[config.mk]
export PLATFORM = sky130hd
export DESIGN_NAME = lsu_mem_ctrl
export DESIGN_NICKNAME = d
export VERILOG_FILES = /design/src/rtl/lsu_mem_ctrl.sv
export SDC_FILE = /design/constraint.sdc
export NUM_CORES = 1
export LEC_CHECK = 0
export CAP_MARGIN = 20
export CORE_AREA = 4 4 91 178
export CTS_CLUSTER_SIZE = 10
export DETAILED_ROUTE_END_ITERATION = 12
export DIE_AREA = 0 0 95 182
export HOLD_SLACK_MARGIN = 0.08
export MAX_ROUTING_LAYER = met4
export PLACE_DENSITY = 0.66
export SYNTH_ARGS = -nofsm -noshare
export SYNTH_HDL_FRONTEND = slang
export SYNTH_SLANG_ARGS = --single-unit
[constraint.sdc]
create_clock -name CLK -period 6 [get_ports CLK]
set_input_delay 1.5 -clock CLK [delete_from_list [all_inputs] [get_ports CLK]]
set_output_delay 1.5 -clock CLK [all_outputs]
set_load 0.05 [all_outputs]
[src/rtl/lsu_mem_ctrl.sv]
// Load/store controller in front of a word-addressed synchronous-read data memory.
// Splits byte/half/word requests into word reads, read-modify-write stores and lane-extracted loads.
//
//   state | meaning
//   IDLE  | ready; latch request on req_valid
//   READ  | mem_read strobe, memory registers the word
//   CAP   | sample mem_rdata: extend for loads, merge lane for sub-word stores
//   WRITE | mem_write strobe with merged or full word
//   RESP  | one-cycle resp_valid
module lsu_mem_ctrl #(
    parameter int DEPTH = 64,
    parameter int AW    = $clog2(DEPTH)
) (
    input  logic        CLK,
    input  logic        RST,
    input  logic        req_valid,
    output logic        req_ready,
    input  logic        req_write,
    input  logic [1:0]  req_size,
    input  logic        req_unsigned,
    input  logic [31:0] req_addr,
    input  logic [31:0] req_wdata,
    output logic        resp_valid,
    output logic [31:0] resp_rdata,
    output logic        resp_err,
    output logic [31:0] mem_addr,
    output logic [31:0] mem_wdata,
    output logic        mem_write,
    output logic        mem_read,
    input  logic [31:0] mem_rdata
);

    typedef enum logic [2:0] {
        IDLE  = 3'd0,
        READ  = 3'd1,
        CAP   = 3'd2,
        WRITE = 3'd3,
        RESP  = 3'd4
    } state_t;

    localparam logic [31:0] ADDR_LIMIT = 32'(4 * DEPTH);

    state_t        state;
    state_t        state_nx;
    logic          accept;
    logic          req_err;
    logic [AW+1:0] addr_q;
    logic [1:0]    size_q;
    logic          write_q;
    logic          uns_q;
    logic [31:0]   wword_q;
    logic [31:0]   rdata_q;
    logic          err_q;
    logic [7:0]    lane_b;
    logic [15:0]   lane_h;
    logic [31:0]   load_val;
    logic [31:0]   merged;

    assign accept = req_valid && (state == IDLE);

    always_comb begin
        req_err = 1'b0;
        if (req_size == 2'b11)
            req_err = 1'b1;
        if (req_size == 2'b01 && req_addr[0])
            req_err = 1'b1;
        if (req_size == 2'b10 && req_addr[1:0] != 2'b00)
            req_err = 1'b1;
        if (req_addr >= ADDR_LIMIT)
            req_err = 1'b1;
    end

    always_ff @(posedge CLK or negedge RST) begin
        if (!RST)
            state <= IDLE;
        else
            state <= state_nx;
    end

    always_comb begin
        state_nx = state;
        case (state)
            IDLE: begin
                if (req_valid) begin
                    if (req_err)
                        state_nx = RESP;
                    else if (req_write && req_size == 2'b10)
                        state_nx = WRITE;
                    else
                        state_nx = READ;
                end
            end
            READ:    state_nx = CAP;
            CAP:     state_nx = write_q ? WRITE : RESP;
            WRITE:   state_nx = RESP;
            RESP:    state_nx = IDLE;
            default: state_nx = IDLE;
        endcase
    end

    always_comb begin
        req_ready  = (state == IDLE);
        resp_valid = (state == RESP);
        mem_read   = (state == READ);
        mem_write  = (state == WRITE);
        mem_wdata  = (state == WRITE) ? wword_q : 32'h0;
        mem_addr   = {{(32 - AW){1'b0}}, addr_q[AW+1:2]};
        resp_rdata = rdata_q;
        resp_err   = err_q;
    end

    // Little-endian lanes selected by the latched low address bits.
    always_comb begin
        lane_b = mem_rdata[{addr_q[1:0], 3'b000} +: 8];
        lane_h = mem_rdata[{addr_q[1], 4'b0000} +: 16];
        case (size_q)
            2'b00:   load_val = uns_q ? {24'h0, lane_b} : {{24{lane_b[7]}}, lane_b};
            2'b01:   load_val = uns_q ? {16'h0, lane_h} : {{16{lane_h[15]}}, lane_h};
            default: load_val = mem_rdata;
        endcase
    end

    always_comb begin
        merged = mem_rdata;
        case (size_q)
            2'b00:   merged[{addr_q[1:0], 3'b000} +: 8] = wword_q[7:0];
            2'b01:   merged[{addr_q[1], 4'b0000} +: 16] = wword_q[15:0];
            default: merged = wword_q;
        endcase
    end

    // Response registers are loaded only on the edge that enters RESP and hold otherwise.
    always_ff @(posedge CLK or negedge RST) begin
        if (!RST) begin
            addr_q  <= '0;
            size_q  <= 2'b00;
            write_q <= 1'b0;
            uns_q   <= 1'b0;
            wword_q <= 32'h0;
            rdata_q <= 32'h0;
            err_q   <= 1'b0;
        end else begin
            if (accept) begin
                addr_q  <= req_addr[AW+1:0];
                size_q  <= req_size;
                write_q <= req_write;
                uns_q   <= req_unsigned;
                wword_q <= req_wdata;
                if (req_err) begin
                    rdata_q <= 32'h0;
                    err_q   <= 1'b1;
                end
            end
            if (state == CAP) begin
                if (write_q) begin
                    wword_q <= merged;
                end else begin
                    rdata_q <= load_val;
                    err_q   <= 1'b0;
                end
            end
            if (state == WRITE) begin
                rdata_q <= 32'h0;
                err_q   <= 1'b0;
            end
        end
    end

endmodule

**Yosys cells after proc, flatten, opt, wreduce, memory -nomap -nowiden**

Index checks and enable logic that the tools add are counted.

- Word-level logic and storage cells: 63
- Bits in writable memories: 0
- Bits in registers: 80
- Bits of input ports: 103
- Output and inout bits: 101
- Latch bits: 0
- Memories kept: 0
- Bits in read-only memories: 0

- Bitwise gates (word level): 0
- Shift operators: 6
- Multiplexer cells: 29
- Multipliers: 0
- Equality and inequality tests: 10
- Reduce and logical (&&, ||, !) cells: 7
- $lt $le $gt $ge: 1
- $add $sub $neg: 2
- Divide/modulo/power cells: 0

Operator list:

| operator | count |
|---|---|
| 32-bit 2-to-1 mux | 11 |
| 32-bit case mux with 2 select lines | 2 |
| 32-bit bitwise mux | 2 |
| 32-bit by 9-bit greater-or-equal comparator with 1-bit output, second input constant | 1 |
| 16-bit by 7-bit variable shift with 32-bit output, first input constant | 1 |
| 8-bit by 7-bit variable shift with 32-bit output, first input constant | 1 |
| 16-bit by 7-bit indexed part select with 32-bit output | 1 |
| 32-bit by 6-bit indexed part select with 16-bit output | 1 |
| 32-bit by 6-bit indexed part select with 8-bit output | 1 |
| 8-bit by 7-bit indexed part select with 32-bit output | 1 |
| 5-bit negation with 7-bit output | 2 |
| 3-bit case mux with 4 select lines | 1 |
| 1-bit 2-to-1 mux | 9 |
| 3-bit 2-to-1 mux | 3 |
| 3-bit by 2-bit equality test with 1-bit output, second input constant | 2 |
| 2-bit by 1-bit equality test with 1-bit output, second input constant | 2 |
| 2-bit equality test, second input constant | 2 |
| 1-bit logical AND | 4 |
| 4-bit by 2-bit inequality test with 1-bit output, second input constant | 1 |
| 3-bit by 1-bit equality test with 1-bit output, second input constant | 1 |
| 3-bit equality test, second input constant | 1 |
| 3-bit zero test | 1 |
| 2-bit zero test | 1 |
| 2-bit 2-to-1 mux | 1 |
| 2 further kinds | 2 |

**Logic depth before layout (Yosys ltp)**

Gate-level depths: netlist of the first run.

- Depth after elaboration: 10
- Mapped depth: 9
- Depth with buffers taken out: 7

**Least setup slack after synthesis of the first run**

OpenSTA, ideal clock, no wires.

- Kind: register -> output
- Start point: register state[1]
- End point: output port mem_wdata[22]
- Required time: 4.500 ns
- Buffers on the path: 2
- Stages on the path, launching flop included: 6
- Arrival time: 1.909 ns
- Path slack: 2.591 ns
- Path through: dfrtp_1 buf_2 nand2_1 nor2_1 clkbuf_1 and2_1

- Cells in the longest elaborated chain, start to end: 2

RTL lines:

| element | line | text |
|---|---|---|
| from (decl) | 43 | `state_t state;` |
| from (signal assigned) | 77 | `state <= state_nx;` |
| 3-bit by 2-bit equality test with 1-bit output | - |  |
| named net mem_write | 28 | `output logic mem_write,` |
| 32-bit 2-to-1 mux | 106 | `mem_wdata = (state == WRITE) ? wword_q : 32'h0;` |
| to (decl) | 27 | `output logic [31:0] mem_wdata,` |

The timed path passes the listed nets, and every way through them passes these cells.

**Final worst setup path of the first run**

- Start point: register state[1]
- End point: output port mem_wdata[18]

- Cells in the longest elaborated chain, start to end: 2

RTL lines:

| element | line |
|---|---|
| 3-bit by 2-bit equality test with 1-bit output | 106 |
| 32-bit 2-to-1 mux | 106 |

No other way between the ends.

==> impl_metrics.yaml, run 1 <==
clock_network:
  clk_root_buffer_cell: "clkbuf_16"
  clock_sinks: 80
  htreeDepth: 3
  clkTransAtPathRegs_ns: 0.06
  cts_made_buffers: 9
  clock_path_buffers: 2
  cts_setup_buffers: 0
  cts_tree: "done"
  hold_buffers: 0
  clkLatencyLatePin_ns: 0.35
  cts_resized: 0
setup_path:
  cp_data_required_time_ns: 4.50
  path_class: "register to output port"
  setup.worst_path.start_class: "register"
  cp_max_fo: 34
  crit_path_end_kind: "output port"
  arrival_ns: 2.38
final_layout:
  multi_input_area_mm2: 0.00269
  ff_latch_area_mm2: 0.00200
  filler_cell_count: 1446
  final_core_util: 0.482
  antennaDiodeCount: 0
  fin_nets: 794
  syn_to_final_growth_pct: 40.1
  drive_gt1_frac: 0.0825
timing:
  setup_tns_ns: 0
  fin_worst_skew_ns: 0.0122
  finalSetupViolCount: 0
  layout_worst_path_cycle_share: 0.646
  maxSlewHeadroom: 0.353
  worstMarginPinSlew_ns: 0.970
  period_minus_slack_ns: 3.88
  timing.hold.ws_ns: 0.475
  rsz0062_at_grt: "no"
  fmax_mhz: 258
  hold_viol_final: 0
  maxSlewViolCount: 0
placement:
  port_buffers: 177
  gp_congestion: 0.887
  dpl.hpwl_um: 14000
grt:
  antenna_found_initial: 0
  grt_pass1_wl_um: 27500
  gr-total-overflow: 0
  grt_max_degree: 81
  grt_pass1_vias: 5168
  track_usage: 0.215
yosys:
  synth-edff-count: 0
  synth_xor_area_frac: 0
  async_flop_share: 1.00
  ys_warn_count: 0
  synth_compound_area_frac: 0.254
  synth_mux_area_frac: 0.0351
  synth_top_family_by_area: "compound AO/OA/AOI/OAI gates"
  yosys.area_share.simple: 0.205
  avgSynthCellArea_um2: 9.43
  syn_area_mm2: 0.00509
  syn_inst: 540
  synth.distinct_cells: 57
  ys_ff_latch: 80
  ys_seq_area_frac: 0.393
  synthAdderAreaFrac: 0.0123
  ys.flop_type: "dfrtp_1"
die:
  num_io_pins: 204
  dieArea_mm2: 0.0173
  fp-row-count: 63
  coreArea_mm2: 0.0148
  initial_core_util: 0.344
  die_h_um: 182
  die_w_um: 95
outcome:
  run_status: "finished, final reports clean"
route:
  via_count: 4818
  drtAntennaViolNets: 0
  drt-total-wl_um: 18100
  drc: 0
  wl_per_cell_um: 20.4
  first_pass_iters: 5
  drtIter0Drc: 253
  via_per_inst: 5.44
power_and_ir_drop:
  peakVddDrop_uv: 183
  power.density_mw_per_mm2: 232
  power_mw: 1.66
  p_leak_nw: 2.87
run:
  drv_cap: 0
hold_path:
  hold_path.class: "register to register"
## layout make-up
type | count | share of cell area
Clock buffer | 9 | 0.0316
Clock inverter | 7 | 0.0144
Inverter | 11 | 0.00579
Multi-Input combinational cell | 401 | 0.376
Sequential cell | 80 | 0.281
Tap cell | 195 | 0.0342
Timing Repair Buffer | 183 | 0.257
## synthesized netlist by cell type, types with 11 or more instances
| cell type | n | area (µm²) |
|---|---|---|
| clkbuf_1 | 14 | 52.6 |
| nor3_1 | 17 | 85.1 |
| a21oi_1 | 35 | 175 |
| buf_4 | 34 | 255 |
| a22oi_1 | 22 | 165 |
| nor2_1 | 25 | 93.8 |
| dfrtp_1 | 80 | 2000 |
| and2_1 | 36 | 225 |
| o21ai_0 | 20 | 100 |
| buf_2 | 18 | 90.1 |
| o2bb2ai_1 | 25 | 219 |
| inv_1 | 11 | 41.3 |
| nand2_1 | 51 | 191 |
## worst paths after layout
check	startpoint	endpoint	slack, ns	cells past startpoint
worst min register to register	addr_q[4]	addr_q[4]	0.47	2
max in group asynchronous	RST	wword_q[1]	4.37	2
worst max register to register	addr_q[1]	wword_q[2]	3.29	8
min in group asynchronous	RST	wword_q[7]	1.03	1
worst max-delay path	state[1]	mem_wdata[18]	2.12	5
worst min-delay path	addr_q[4]	addr_q[4]	0.47	2
## cells in the final DEF, fill, tap and decap left out, types with 3 or more instances in the layout
master           Yosys  routed
nand3b_1             9       9
nor4_1               7       7
conb_1               1      26
nand2_1             51      51
a221oi_2             8       8
nor3_2              10      10
mux2i_1             10      10
a22o_1               7       7
a221oi_1             8       8
buf_4               34       6
a222oi_1             5       5
nor2_1              25      25
o2bb2ai_1           25      25
a21oi_1             35      35
clkbuf_16            0       9
o22a_1               6       6
o21ai_1             10      10
nor3_1              17      17
dfrtp_1             80      80
nand2b_1             5       5
nor3b_1              4       4
o221ai_1             7       7
mux4_2               3       3
o21ai_0             20      20
a31oi_1              7       7
clkdlybuf4s50_1      0     176
a22oi_1             22      22
and2_1              36      36
ha_1                 5       5
a211oi_1             3       3
inv_1               11      11
o22ai_1              3       3
## logic make-up (layout without fill, tap and decap cells)
logic type,count (synthesis),count (layout)
AO/OA/AOI/OAI,176,176
adder cells (fa/ha/maj),5,5
buffers and inverters,84,210
flip-flops,80,80
multiplexers,14,14
other,1,26
AND/OR/NAND/NOR,180,180
## registers in the layout (all words and copies together), names as in the netlist
name / count
size_q: 2
state: 3
addr_q: 8
resp_rdata: 32
uns_q: 1
resp_err: 1
wword_q: 32
write_q: 1
## per-layer routing
layer / vias to the layer above / track usage / routed length (µm)
met5: - / - / 0
met4: 0 / 0.142 / 1150
met3: 61 / 0.0178 / 788
met2: 213 / 0.379 / 9630
met1: 2313 / 0.222 / 6490
li1: 2231 / - / -
## worst max-delay path, cell delays in order, from the launching register on
cell and delay, ns:
dfrtp_1 0.55, nand2_1 0.11, nor2_1 0.10, buf_4 0.27
and2_1 0.18, clkdlybuf4s50_1 0.80
## stage by stage
| step | area (µm²) | worst slack (ns) | std cells |
|---|---|---|---|
| CTS | 7100 | 2.10 | 884 |
| detailed placement | 6770 | 2.15 | 868 |
| global route | 7140 | 1.97 | 886 |
| floorplan | 5190 | 2.59 | 565 |
| finish | 7140 | 2.12 | 886 |
| global placement | 6770 | 2.26 | 868 |
## power breakdown
part           leakage, nW  switching, mW  internal [mW]
registers             1.02         0.0463          0.578
logic                 1.69          0.257          0.171
clock network        0.157          0.238          0.369
total                 2.87          0.540           1.12
No activity file was read; power rests on OpenSTA's default activity.
==> run 2, diff against run 1 <==
- clock period: 6 -> 3.7 ns (I/O delays scaled with it)
==> run 2 against run 1 <==
  * Global-route usage increased by 0.075 points
  * Sequential power increased by 62%
  * Register-to-register slack got worse by 2.2 ns
  * Highest routed layer unchanged
==> impl_metrics.yaml, run 2 (same netlist as run 1, synthesis figures left out) <==
power_and_ir_drop:
  p_leak_nw: 3.02
  power.density_mw_per_mm2: 348
  p_seq_frac: 0.389
  peakVddDrop_uv: 303
  clkPwrFrac: 0.340
  internal_power_mw: 1.74
  p_sw_frac: 0.331
  switchingPower_mw: 0.859
  power_frac_comb: 0.271
setup_path:
  crit_path_end_kind: "output port"
  arrival_ns: 1.97
  cp_data_required_time_ns: 2.77
  path_class: "register to output port"
  cp_max_fo: 11
  rr_startpoint: "addr_q[0]"
  critPathLaunch: "state[1]"
  setup.worst_path.start_class: "register"
grt:
  grt_pass1_vias: 5113
  gr-total-overflow: 0
  antenna_found_initial: 0
  track_usage: 0.216
  grt_pass1_wl_um: 27800
  grt_max_degree: 81
clock_network:
  clk_root_buffer_cell: "clkbuf_16"
  cts_resized: 0
  clock_path_buffers: 2
  cts_tree: "done"
  cts_made_buffers: 9
  cts_setup_buffers: 0
  clkLatencyLatePin_ns: 0.34
  clock_sinks: 80
  hold_buffers: 0
  clkTransAtPathRegs_ns: 0.06
  htreeDepth: 3
timing:
  fmax_mhz: 346
  worstMarginPinSlew_ns: 0.935
  layout_worst_path_cycle_share: 0.782
  finalSetupViolCount: 0
  maxSlewViolCount: 0
  rsz0062_at_grt: "no"
  setup_tns_ns: 0
  hold_viol_final: 0
  maxSlewHeadroom: 0.377
  period_minus_slack_ns: 2.89
  fin_worst_skew_ns: 0.00650
final_layout:
  ff_latch_area_mm2: 0.00200
  drive_gt1_frac: 0.133
  fin_nets: 797
  final_cell_mix: "clkdlybuf4s50_1, dfrtp_1, nand2_1"
  fin_cells: 889
  filler_cell_count: 1407
  multi_input_area_mm2: 0.00269
  layout_commonest_cell: "clkdlybuf4s50_1"
  syn_to_final_growth_pct: 46.4
  antennaDiodeCount: 0
placement:
  dpl.hpwl_um: 14400
  port_buffers: 177
  dp.cells: 872
  gp_congestion: 0.899
hold_path:
  hp-start: "addr_q[4]"
  hold_path.class: "register to register"
route:
  drt-total-wl_um: 18200
  met3_length_um: 1020
  drtIter0Drc: 305
  dr.max_layer_used: "met4"
  via_per_inst: 5.46
  wl_met1_um: 6340
  met2_length_um: 9680
  via_count: 4853
  drtAntennaViolNets: 0
  drc: 0
  first_pass_iters: 5
  wl_per_cell_um: 20.4
die:
  num_io_pins: 204
  die_h_um: 182
  fp-row-count: 63
  initial_core_util: 0.344
  dieArea_mm2: 0.0173
  coreArea_mm2: 0.0148
  die_w_um: 95
outcome:
  run_status: "finished, final reports clean"
run:
  drv_cap: 0
-- run 2: path summary, 6_finish.rpt --
path / end / slack (ns) / depth (start not counted)
max: resp_valid / 0.81 / 3
min: addr_q[4] / 0.48 / 2
max reg2reg: wword_q[19] / 1.08 / 6
min reg2reg: addr_q[4] / 0.48 / 2
max in group asynchronous: resp_rdata[13] / 2.53 / 2
min in group asynchronous: wword_q[7] / 0.56 / 1
-- run 2: critical path, stage by stage, from the launching register on --
cell	delay, ns
dfrtp_1	0.49
nor2_1	0.18
and2_1	0.15
clkdlybuf4s50_1	0.81
-- run 2: power groups by stage --
stage	Combinational, mW	Clock, mW	Sequential [mW]
floorplan	0.496	0	0.992
global placement	0.684	0	1.02
detailed placement	0.697	0	1.03
CTS	0.699	0.894	1.01
global route	0.760	0.931	1.02
finish	0.703	0.883	1.01
-- run 2: cell type report --
cell class | count | share of cell area
clock buffer | 10 | 0.0307
clock inverter | 6 | 0.00806
multi-input combinational | 401 | 0.360
inverter | 11 | 0.00554
tap | 195 | 0.0327
timing repair buffer | 186 | 0.294
sequential | 80 | 0.269
-- run 2: metal layers --
layer / global-route usage / up-vias
li1: - / 2242
met1: 0.224 / 2307
met2: 0.376 / 247
met3: 0.0307 / 57
met4: 0.131 / 0
met5: - / -
-- run 2: through the flow --
step	area [µm²]	setup WS [ns]	total power [mW]	hold slack, ns	util
floorplan	5190	0.866	1.49	0.447	-
global placement	7150	0.877	1.71	0.461	0.482
detailed placement	7150	0.811	1.72	0.466	0.482
CTS	7430	0.800	2.60	0.481	0.502
global route	7450	0.737	2.71	0.511	0.503
finish	7450	0.807	2.60	0.482	0.503
